[src/rtl/pc_sequencer_if.sv]
// Bus between the picoMIPS decoder and the program-counter stage.
// Carries the decoder controls, the continue button and the ROM address.
interface pc_sequencer_if #(
    parameter int PSIZE = 6
);
    logic             PCincr;
    logic             PCabsbranch;
    logic             show;
    logic [PSIZE-1:0] branch_addr;
    logic             cont_btn;
    logic [PSIZE-1:0] PCout;
    logic             show_wait;

    modport master (
        output PCincr, PCabsbranch, show, branch_addr, cont_btn,
        input  PCout, show_wait
    );

    modport slave (
        input  PCincr, PCabsbranch, show, branch_addr, cont_btn,
        output PCout, show_wait
    );
endinterface

[src/rtl/pc_sequencer.sv]
// Program counter for picoMIPS with SHOW pause; the pause is released by a
// synchronised, edge-detected continue button.
module pc_sequencer #(
    parameter int PSIZE     = 6,
    parameter int BOOT_ADDR = 0
) (
    input logic           clk,
    input logic           reset,
    pc_sequencer_if.slave bus
);
    localparam logic [PSIZE-1:0] BOOT = PSIZE'(BOOT_ADDR);

    typedef enum logic {RUN, HOLD} state_t;

    state_t           state;
    logic [PSIZE-1:0] pc;
    logic             wait_q;
    logic             sync1;
    logic             sync2;
    logic             prev;
    logic             press;

    // One pulse per rising edge of the synchronised button level.
    assign press = sync2 & ~prev;

    always_ff @(posedge clk) begin
        if (reset) begin
            state  <= RUN;
            pc     <= BOOT;
            wait_q <= 1'b0;
            sync1  <= 1'b0;
            sync2  <= 1'b0;
            prev   <= 1'b0;
        end else begin
            sync1 <= bus.cont_btn;
            sync2 <= sync1;
            prev  <= sync2;
            case (state)
                RUN: begin
                    if (bus.PCabsbranch) begin
                        pc <= bus.branch_addr;
                    end else if (bus.PCincr) begin
                        pc <= pc + 1'b1;
                    end else if (bus.show) begin
                        state  <= HOLD;
                        wait_q <= 1'b1;
                    end
                end
                HOLD: begin
                    // Presses seen while still in RUN never reach here.
                    if (press) begin
                        pc     <= pc + 1'b1;
                        state  <= RUN;
                        wait_q <= 1'b0;
                    end
                end
                default: begin
                    state  <= RUN;
                    wait_q <= 1'b0;
                end
            endcase
        end
    end

    assign bus.PCout     = pc;
    assign bus.show_wait = wait_q;
endmodule

[src/flat_wrapper.sv]
// flat-port wrapper written by rule: the top's interface ports become plain ports
module pc_sequencer_flat 
#(
    parameter int PSIZE     = 6,
    parameter int BOOT_ADDR = 0
)
  (clk, reset, bus_PCincr, bus_PCabsbranch, bus_show, bus_branch_addr, bus_cont_btn, bus_PCout, bus_show_wait);
  pc_sequencer_if #(.PSIZE(PSIZE)) bus_i ();
  input logic clk;
  input logic reset;
  input wire logic [$bits(bus_i.PCincr)-1:0] bus_PCincr;
  input wire logic [$bits(bus_i.PCabsbranch)-1:0] bus_PCabsbranch;
  input wire logic [$bits(bus_i.show)-1:0] bus_show;
  input wire logic [$bits(bus_i.branch_addr)-1:0] bus_branch_addr;
  input wire logic [$bits(bus_i.cont_btn)-1:0] bus_cont_btn;
  output wire logic [$bits(bus_i.PCout)-1:0] bus_PCout;
  output wire logic [$bits(bus_i.show_wait)-1:0] bus_show_wait;
  assign bus_i.PCincr = bus_PCincr;
  assign bus_i.PCabsbranch = bus_PCabsbranch;
  assign bus_i.show = bus_show;
  assign bus_i.branch_addr = bus_branch_addr;
  assign bus_i.cont_btn = bus_cont_btn;
  assign bus_PCout = bus_i.PCout;
  assign bus_show_wait = bus_i.show_wait;
  pc_sequencer #(.PSIZE(PSIZE), .BOOT_ADDR(BOOT_ADDR)) u_core (.clk(clk), .reset(reset), .bus(bus_i));
endmodule
[config.mk]
export PLATFORM = sky130hd
export DESIGN_NAME = pc_sequencer_flat
export DESIGN_NICKNAME = d
export VERILOG_FILES = /design/src/rtl/pc_sequencer_if.sv /design/src/rtl/pc_sequencer.sv /design/src/flat_wrapper.sv
export SDC_FILE = /design/constraint.sdc
export NUM_CORES = 1
export LEC_CHECK = 0
export CORE_AREA = 10 10 47 49
export CTS_CLUSTER_SIZE = 8
export DETAILED_ROUTE_END_ITERATION = 10
export DIE_AREA = 0 0 57 59
export PLACE_DENSITY_LB_ADDON = 0.15
export SYNTH_ARGS = -nofsm -noshare
export SYNTH_HDL_FRONTEND = slang
export SYNTH_SLANG_ARGS = --single-unit
[constraint.sdc]
create_clock -name clk -period 2.05 [get_ports clk]
set_clock_uncertainty 0.05 [all_clocks]
set_input_delay 0.41 -clock clk [delete_from_list [all_inputs] [get_ports clk]]
set_output_delay 0.41 -clock clk [all_outputs]
set_load 0.02 [all_outputs]
==> impl_results.md, run 1 <==
* Total power consumption of the routed design at 0.5235 mW
* Final instance area at 747.0 um^2
* Worst setup slack after layout at 0.2202 ns
* Final setup fails at 0
* Per-cell via count in the routed design at 5.064
* Final critical-path required period at 1.830 ns
* M1 wire length at 626 um
* Via count of the first global-routing pass at 476
* Maximum capacitance violations at 0
* Critical path type: reg -> out
* Top_reg_cell synth: dfxtp_1
* HPWL after detailed placement at 960.7 um
* Max Fanout on Critical Path at 7
* Post-placement cell area at 720.7 um^2
* Longest Clk Path Bufs at 2
* Setup Total Neg Slack at 0 ns
* Number of synthesized register bits at 11
* Mapped Cells at 57
* Headroom to the max-slew limit at 0.6973
* Share of cells above drive strength 1 at 0.1410
* Worst slack after detailed placement at 0.2071 ns
* Placer's final routability congestion estimate at 0.8181
* CP delay by family, top: buffers and inverters
* Portion of synthesized cell area occupied by the leading cell type at 0.4200
* Top layer used by detailed routing: met4
* Worst Path Buf+Inv at 1
* Top cells by instance count after synthesis: 11 x dfxtp_1, 6 x a21oi_1, 5 x nand2_1
* Count leader, synth: dfxtp_1
* Worst slew pin tran at 0.4526 ns
* Async S/R FF share, synth at 0
* DIE AREA at 3363 um^2
* Final max-slew violation count at 0
* Layout net count at 92
* Routed wire length per instance at 14.77 um
* Largest net degree at the start of global routing at 12
* Req. time, crit path at 1.59 ns
* Critical path launch point type: flip-flop
* Share of the core filled with cells in the final layout at 0.5330
* Sum of met3 wire segment lengths after detailed routing at 126 um
* Critical register-to-register path startpoint: u_core.state$_SDFF_PP0_
* Slowest CP cell: clkdlybuf4s50_1
* Crit path cell chain: clkdlybuf4s50_1
* Effective utilization at floorplan at 0.3741
* Result of the run: finished clean
* Post-synth top area cell: dfxtp_1
* Post-CTS setup buffer count at 0
* Wire length of the first global-routing pass at 2.180 mm
* Unrepaired setup endpoints after global routing: no
* Number of detailed-routing iterations run before antenna repair at 3
* Nature of the critical path endpoint: output pin
* Cell area after synthesis at 524.3 um^2
* Number of levels in the clock H-tree at 1
* Core Area at 1401 um^2
* Hold-fix buffers at CTS at 0
* Period utilisation layout at 0.8926
* Post-route worst hold slack at 0.3968 ns
* Post-cts resize count at 0
* Crit path arrival time at 1.37 ns
* CTS Sinks at 11
* Area added between synthesis and finish at 42.48%
* Number of antenna repair diodes at 0
* DIE WIDTH at 57 um
* Slowest cell delay on critical path at 0.65 ns
* IO Count at 19
* Clock input transition at the sequential cells of the worst setup and hold paths at 0.08 ns
* Sum of met2 wire segment lengths after detailed routing at 620 um
* Clock root buffer: clkbuf_4
* Buffers on Ports at 18
* Sequential-to-total area share from yosys stat at 0.4200
* Sequential cell area at 220.2 um^2
* Initial antenna violation count at 0
* Peak supply drop at 342.0 uV
* Mean instance size in the synthesized netlist at 9.197 um^2
* Final routed DRC violation total at 0
* Remaining antenna violation count at 0
* Top cells by area in the synthesized netlist: dfxtp_1 42%, a21oi_1 5.7%, mux2i_1 5.7%
* Post-Place Cells at 90
* Total via count after detailed routing at 476
* TritonCTS Buffers at 3
* Clock Latency Late Sink at 0.27 ns
* Peak clock frequency supported by timing at 546.5 MHz
* Cell Pwr Density at 700.9 nW/um^2
* Die span in y at 59 um
* Gr ovfl total at 0
* Synth unique cells at 26
* Static leakage at 0.2801 nW
* EDFF count, synth at 0
* Syn nets at 70
* Number of hold violations in the final report at 0
* Critical Path Sink: bus_PCout[2]
* TritonCTS clock tree: done
* Logic depth of the worst path, buffers included at 1
* Synth Warn # at 0
* Initial drt markers at 4
* Row cnt at 14
* Register-to-Register Setup Slack at 0.69 ns
* Overall fraction of global-route tracks in use at 0.08355
* Overall routed net length at 1.388 mm
* Footprint of the multi-input gates at 289.0 um^2
* Worst flop-to-flop path endpoint: u_core.bus.PCout[0]$_SDFFE_PP0P_
* Timing startpoint of the critical path: u_core.bus.PCout[2]$_SDFFE_PP0P_
* Path category of the worst min-delay check: reg -> reg
* Post-route non-filler standard cell count at 94
* Number of cells on the worst reg-to-reg path at 4
* Layout fillers at 152
==> cells in the final DEF (no fill, tap or decap), drive strengths merged <==
cell and n:
nand2 5, dfxtp 11, nor3 1, a21o 1, a21oi 7, nor3b 1
a31oi 2, mux2i 3, buf 1, clkdlybuf4s50 18, nand4 1, o21ai 4
clkbuf 4, nand2b 1, and3 1, nor4b 1, nor2b 4, or3 1
nor2 2, a31o 2, ha 1, inv 1, a211oi 3, a22oi 1
and2 1
==> final cells by class <==
| cell class | instances | area share |
|---|---|---|
| inverter | 1 | 0.005025 |
| multi-input combinational | 43 | 0.3869 |
| timing repair buffer | 19 | 0.2513 |
| clock buffer | 4 | 0.03518 |
| tap | 16 | 0.02680 |
| sequential | 11 | 0.2948 |
==> logic make-up (layout without fill, tap and decap cells) <==
| kind of cell | count (synthesis) | after routing | share of synthesized area |
|---|---|---|---|
| buffers and inverters | 3 | 24 | 0.02863 |
| DFF | 11 | 11 | 0.4200 |
| and+or+nand+nor | 19 | 19 | 0.2292 |
| AOI/OAI and AO/OA | 20 | 20 | 0.2411 |
| muxes | 3 | 3 | 0.05728 |
| adders and majority gates | 1 | 1 | 0.02386 |
==> routing by layer <==
metal,up-vias,GRT usage
met5,-,0
met4,0,0.06040
met3,2,0.05150
met2,12,0.1163
met1,210,0.09080
li1,252,-
==> power by group <==
| part | internal [mW] | total (mW) | switching [mW] |
|---|---|---|---|
| combinational | 0.0656 | 0.120 | 0.0547 |
| clock | 0.0753 | 0.154 | 0.0787 |
| sequential | 0.229 | 0.249 | 0.0198 |
==> registers in the layout, indices dropped and copies added (netlist names) <==
| signal | count |
|---|---|
| u_core.bus.PCout | 6 |
| u_core.bus.show_wait | 1 |
| u_core.prev | 1 |
| u_core.state | 1 |
| u_core.sync1 | 1 |
| u_core.sync2 | 1 |
==> worst min-delay path by stage <==
| stage | slack [ns] | start | to | cells after the start |
|---|---|---|---|---|
| final | 0.40 | u_core.sync1$_SDFF_PP0_ | u_core.sync2$_SDFF_PP0_ | 1 |
| after global routing | 0.40 | u_core.sync1$_SDFF_PP0_ | u_core.sync2$_SDFF_PP0_ | 1 |
| after CTS | 0.40 | u_core.sync1$_SDFF_PP0_ | u_core.sync2$_SDFF_PP0_ | 1 |
| after detailed placement | 0.38 | u_core.sync1$_SDFF_PP0_ | u_core.sync2$_SDFF_PP0_ | 1 |
| after global placement | 0.37 | u_core.sync1$_SDFF_PP0_ | u_core.sync2$_SDFF_PP0_ | 1 |
| after floorplan | 0.36 | u_core.sync1$_SDFF_PP0_ | u_core.sync2$_SDFF_PP0_ | 1 |
No activity file was read; power rests on OpenSTA's default activity.
==> run 2: changes to the inputs <==
--- a/config.mk
+++ b/config.mk
@@ -5,6 +5,7 @@
 export SDC_FILE = /design/constraint.sdc
 export NUM_CORES = 1
 export LEC_CHECK = 0
+export ABC_CLOCK_PERIOD_IN_PS = 2050
 export CORE_AREA = 10 10 47 49
 export CTS_CLUSTER_SIZE = 8
 export DETAILED_ROUTE_END_ITERATION = 10
==> results of run 2 <==
Same layout as run 1: the final DEF is identical, and so are final timing and power.
